File: config.mk
export PLATFORM = sky130hd
export DESIGN_NAME = alu_share_arbiter
export DESIGN_NICKNAME = d
export VERILOG_FILES = /design/src/rtl/alu_arb_pkg.sv /design/src/rtl/alu_op_pkg.sv /design/src/rtl/alu.sv /design/src/rtl/alu_rr_pick.sv /design/src/rtl/alu_share_arbiter.sv
export SDC_FILE = /design/constraint.sdc
export NUM_CORES = 1
export LEC_CHECK = 0
export BUFFER_PORTS_ARGS = -buffer_cell sky130_fd_sc_hd__buf_2
export CORE_ASPECT_RATIO = 0.8
export CORE_MARGIN = 2
export CORE_UTILIZATION = 40
export DETAILED_ROUTE_END_ITERATION = 7
export SYNTH_ARGS = -nofsm -noshare
export SYNTH_HDL_FRONTEND = slang
export SYNTH_HIERARCHICAL = 1
export SYNTH_SLANG_ARGS = --single-unit
File: constraint.sdc
create_clock -name clk -period 5.3 [get_ports clk]
set_clock_uncertainty 0.05 [all_clocks]
set_input_delay 0.265 -clock clk [delete_from_list [all_inputs] [get_ports clk]]
set_output_delay 0.265 -clock clk [all_outputs]
set_load 0.01 [all_outputs]
File: src/rtl/alu_arb_pkg.sv
// alu_arb_pkg: types for the two-port ALU sharing arbiter
package alu_arb_pkg;

    typedef enum logic [1:0] {
        IDLE = 2'd0,
        EXEC = 2'd1,
        RESP = 2'd2
    } arb_state_t;

    typedef logic req_id_t;

    localparam req_id_t PORT0 = 1'b0;
    localparam req_id_t PORT1 = 1'b1;

endpackage

File: src/rtl/alu_op_pkg.sv
// alu_op_pkg: operation encoding shared by the integer ALU and its clients
package alu_op_pkg;

    typedef enum logic [3:0] {
        ALU_ADD  = 4'd0,
        ALU_SUB  = 4'd1,
        ALU_SLL  = 4'd2,
        ALU_SLT  = 4'd3,
        ALU_SLTU = 4'd4,
        ALU_XOR  = 4'd5,
        ALU_SRL  = 4'd6,
        ALU_SRA  = 4'd7,
        ALU_OR   = 4'd8,
        ALU_AND  = 4'd9
    } alu_op_t;

endpackage

File: src/rtl/alu.sv
// alu: 32-bit combinational integer ALU; unknown op codes produce zero
module alu
    import alu_op_pkg::*;
(
    input  alu_op_t     op,
    input  logic [31:0] a,
    input  logic [31:0] b,
    output logic [31:0] y,
    output logic        zero
);

    always_comb begin
        case (op)
            ALU_ADD:  y = a + b;
            ALU_SUB:  y = a - b;
            ALU_SLL:  y = a << b[4:0];
            ALU_SLT:  y = {31'd0, $signed(a) < $signed(b)};
            ALU_SLTU: y = {31'd0, a < b};
            ALU_XOR:  y = a ^ b;
            ALU_SRL:  y = a >> b[4:0];
            ALU_SRA:  y = $unsigned($signed(a) >>> b[4:0]);
            ALU_OR:   y = a | b;
            ALU_AND:  y = a & b;
            default:  y = '0;
        endcase
    end

    assign zero = (y == '0);

endmodule

File: src/rtl/alu_rr_pick.sv
// alu_rr_pick: two-way grant picker, round-robin or fixed priority to port 0
module alu_rr_pick
    import alu_arb_pkg::*;
#(
    parameter int PRIO_MODE = 0
) (
    input  logic    valid0,
    input  logic    valid1,
    input  req_id_t last_grant,
    output req_id_t grant
);

    // A lone valid wins outright; a tie goes to the port that did not win last time
    assign grant = (valid0 & valid1) ? ((PRIO_MODE != 0) ? PORT0 : ~last_grant) : valid1;

endmodule

File: src/rtl/alu_share_arbiter.sv
// alu_share_arbiter: shares one ALU between two requesters with valid/ready handshakes
// and returns each registered result only to the port that issued it.
module alu_share_arbiter
    import alu_op_pkg::*;
    import alu_arb_pkg::*;
#(
    parameter int XLEN      = 32,
    parameter int PRIO_MODE = 0
) (
    input  logic            clk,
    input  logic            rst_n,
    input  logic            flush,
    input  logic            req0_valid,
    output logic            req0_ready,
    input  alu_op_t         req0_op,
    input  logic [XLEN-1:0] req0_a,
    input  logic [XLEN-1:0] req0_b,
    input  logic            req1_valid,
    output logic            req1_ready,
    input  alu_op_t         req1_op,
    input  logic [XLEN-1:0] req1_a,
    input  logic [XLEN-1:0] req1_b,
    output logic            rsp0_valid,
    input  logic            rsp0_ready,
    output logic            rsp1_valid,
    input  logic            rsp1_ready,
    output logic [XLEN-1:0] rsp_data,
    output logic            rsp_zero,
    output logic            busy
);

    arb_state_t      state, next_state;
    req_id_t         last_grant, grant, owner;
    alu_op_t         op_q;
    logic [XLEN-1:0] a_q, b_q, alu_y;
    logic            alu_zero, rsp_fire, slot_free, accept;

    alu_rr_pick #(
        .PRIO_MODE(PRIO_MODE)
    ) u_pick (
        .valid0    (req0_valid),
        .valid1    (req1_valid),
        .last_grant(last_grant),
        .grant     (grant)
    );

    alu u_alu (
        .op  (op_q),
        .a   (a_q),
        .b   (b_q),
        .y   (alu_y),
        .zero(alu_zero)
    );

    always_ff @(posedge clk or negedge rst_n) begin
        if (!rst_n) state <= IDLE;
        else        state <= next_state;
    end

    always_comb begin
        next_state = flush ? IDLE :
                     accept ? EXEC :
                     (state == EXEC) ? RESP :
                     (state == RESP && !rsp_fire) ? RESP : IDLE;
    end

    // A slot opens when idle or when the current owner drains its result this cycle
    always_comb begin
        rsp0_valid = (state == RESP) & (owner == PORT0);
        rsp1_valid = (state == RESP) & (owner == PORT1);
        rsp_fire   = (owner == PORT1) ? (rsp1_valid & rsp1_ready) : (rsp0_valid & rsp0_ready);
        slot_free  = ((state == IDLE) | rsp_fire) & ~flush;
        accept     = slot_free & (req0_valid | req1_valid);
        req0_ready = accept & (grant == PORT0);
        req1_ready = accept & (grant == PORT1);
        busy       = (state != IDLE);
    end

    always_ff @(posedge clk or negedge rst_n) begin
        if (!rst_n) begin
            last_grant <= PORT1;
            owner      <= PORT0;
            op_q       <= ALU_ADD;
            a_q        <= '0;
            b_q        <= '0;
            rsp_data   <= '0;
            rsp_zero   <= 1'b0;
        end else begin
            if (accept) begin
                last_grant <= grant;
                owner      <= grant;
                op_q       <= (grant == PORT1) ? req1_op : req0_op;
                a_q        <= (grant == PORT1) ? req1_a : req0_a;
                b_q        <= (grant == PORT1) ? req1_b : req0_b;
            end
            if (state == EXEC && !flush) begin
                rsp_data <= alu_y;
                rsp_zero <= alu_zero;
            end
        end
    end

endmodule
==> results.md <==
- CP max stage delay: 0.64 ns
- Final setup viols: 0
- Cells after Synth: 1636
- Asr flop ratio synth: 100%
- Setup TNS: 0 ns
- Std-Cell Rows: between 60 and 70
- # Post-CTS Setup Buffers: 0
- Hold Crit Start: flush
- Die span in x: 214 µm
- Power Dens Cells: 547 nW/µm²
- Final Hold Viols: 0
- Wire length per cell: 27.4 µm
- Number of enable flip-flop cells after synthesis: 0
- Hold_ws: 0.0895 ns
- Reg-to-reg slack, setup: 0.37 ns
- Chip height: between 150 and 200 µm
- Top FF cell, synth: dfrtp_1
- Final Util: 46.2%
- Largest net degree at the start of global routing: 106
- Avg Cell Area, Syn: 8.66 µm²
- Crit-path slowest cell: or4_1
- Register area: 2630 µm²
- Peak VDD IR: 0.000235 V
- Reg2reg start: b_q[15]
- Synthesis-to-layout area growth: 13.4%
- Synth unique cells: 93
- CP cell instances: inv_1 -> ha_1 -> or4_1 -> nor4b_1 -> o211ai_1 -> o21a_1 -> a221oi_2 -> a221oi_1 -> o311ai_0 -> o2111ai_1 -> nor4b_1 -> nand4_1 -> nor3_2 -> mux2_2
- Share of layout cells above drive strength 1: 29.7%
- PortBufs: 180
- Vias: 14700
- Total chip power: 8.79 mW
- Worst Hold Class: primary input to flip-flop
- Worst skew pair latency: 0.40 ns
- Register area share after synthesis: between 10% and 20%
- Final Max Slew Viols: 0
- Worst hold stages: 2
- Kind of critical path: flip-flop to flip-flop
- H-tree Lvls: 3
- Area of the multi-input gates: 10700 µm²
- Startpoint Class: flip-flop
- Number of cells on the worst reg-to-reg path: 14
- Final GP Congestion: approximately 1.1
- F_max: 203 MHz
- Worst endpoint required time: approximately 5.6 ns
- Post-route ant nets: 0
- Status: finished, final reports clean
- Max Cap Viol: 0
- Hold Path Sink: state[1]
- Mapped cell area: approximately 14000 µm²
- Antenna violations before repair: 0
- Initial Util: roughly 41%
- Post-Route WL: just over 60 mm
- Nets: 2026
- GRT overflow: 0
- RSZ-0062 raised after global routing: no
- Die area: 37000 µm²
- Top Layer Used: met4
- Root Driver: clkbuf_16
- CTS Buf Count: 9
- Slew @ Worst Pin: 1.29 ns
- Fill cell count: 3428
- Iteration-0 DRC Markers: 2087
- CTS tree: done
- First-pass GRT wire length: 90.8 mm
- Critical path capture point type: flip-flop
- Synthesis-stage register bit count: 105
- Slew margin rel.: 14.0%
- Post-synth top area cell: dfrtp_1
- Most frequent CP cell: nor4b_1
- Fin crit period: just under 5 ns
- Post-synth top area share: roughly 18%
- ANT cells: 0
- Met3 WL: 7.60 mm
- GR Util All Layers: 32.9%
- Commonest cells post-synth: mux2_2 (132), nand2_1 (126), nor2_1 (126)
- Core area: 34800 µm²
- # clock sinks: 105
- RR Endpoint: rsp_zero
- Most common cell in the netlist: mux2_2
- Residual DRC: 0
- Yosys warning count: 6
- Vias in the first global route: approximately 14000
- WL met1: 27.8 mm
- CP arrival: 5.21 ns
- Post-DR vias/cell: 6.51
- Syn_nets: 1880
- Drt pass-1 iters: 7
- IO Pins: around 180
- Clk buf depth: 2
- Period utilization: 93.0%
- Worst Path Max Fanout: 12
- Post-detail-place hpwl: 47.7 mm
- Leakage: 7.12 nW
- Met2 wire length: 25.1 mm
- Clock-pin slew on the worst setup and hold paths: 0.08 ns
- Largest cells by area after synthesis: dfrtp_1 (18%), mux2_2 (10%), ha_1 (8.7%)
[layout by cell type, fill, tap and decap left out, types with 19 or more instances in the layout]
cell type,Yosys,final
o211ai_1,29,29
o21ai_0,73,73
mux2_4,62,62
ha_1,99,99
dfrtp_1,104,102
o22ai_1,29,29
mux2_2,132,132
buf_4,5,72
mux4_2,36,36
buf_2,8,179
nor3_1,30,30
nor4_1,20,19
nand3_1,25,25
inv_1,97,97
mux2i_1,54,54
a211oi_1,21,21
o31ai_1,23,23
a21oi_1,112,112
nor2_1,126,125
nand2_1,126,126
a221oi_1,20,20
[through the flow]
stage                     cell area (µm²)  setup slack [ns]  instances
after global placement              15800             0.423       2242
after detailed placement            15800             0.471       2242
after floorplan                     14200             0.620       1636
after CTS                           16100             0.469       2259
after global routing                16100             0.165       2259
final                               16100             0.371       2259
[worst max-delay path, delay by kind of cell (launching register included)]
family,cells,cell delay [ns]
flops,1,0.45
compound gates,6,2.01
simple gates,5,1.65
fa+ha+maj,1,0.46
mux,1,0.16
buf+inv,1,0.11
[sequential cells by signal (all words and copies together) (netlist names)]
signal      cells
a_q            32
b_q            32
last_grant      1
op_q            4
owner           1
rsp_data       32
rsp_zero        1
state           2
[cell type report]
| type | count | area share, % |
|---|---|---|
| clock buffer | 10 | 1.49 |
| multi-input combinational | 1310 | 66.3 |
| sequential | 105 | 16.4 |
| tap | 472 | 3.67 |
| clock inverter | 6 | 0.405 |
| timing repair buffer | 255 | 9.37 |
| inverter | 101 | 2.36 |
[timing repair]
item	4_1_cts	5_1_grt
gates resized for setup	0	0
endpoints found under the hold margin	104	0
setup endpoints to repair	0	0
hold buffers	1	0
[power by group]
part           internal [mW]  leakage [nW]  total, mW  switching, mW
Combinational           2.50          5.71       6.60           4.10
Sequential              1.06          1.26       1.44          0.375
Clock                  0.382         0.149      0.750          0.368
Total                   3.95          7.12       8.79           4.84
[per-layer routing]
| metal | track usage (%) | up-vias |
|---|---|---|
| li1 | - | 6470 |
| met1 | 48.1 | 7181 |
| met2 | 47.4 | 967 |
| met3 | 9.06 | 98 |
| met4 | 7.76 | 0 |
| met5 | 0 | - |
[cells by family after synthesis]
| family | count (synthesis) | synth area share, % |
|---|---|---|
| XOR/XNOR | 11 | 0.680 |
| AND/OR/NAND/NOR | 433 | 14.9 |
| multiplexers | 291 | 27.2 |
| flip-flops | 105 | 18.5 |
| AO/OA/AOI/OAI | 474 | 23.1 |
| adder cells (fa/ha/maj) | 101 | 9.02 |
| buffers and inverters | 221 | 6.61 |
[worst max-delay path by stage]
stage,from,endpoint,slack [ns],cells after the start
floorplan,b_q[2],rsp_zero,0.62,17
global placement,b_q[15],rsp_zero,0.42,14
detailed placement,b_q[15],rsp_zero,0.47,14
CTS,b_q[15],rsp_zero,0.47,14
global route,b_q[15],rsp_zero,0.16,14
finish,b_q[15],rsp_zero,0.37,14
(Power assumes the default switching activity.)
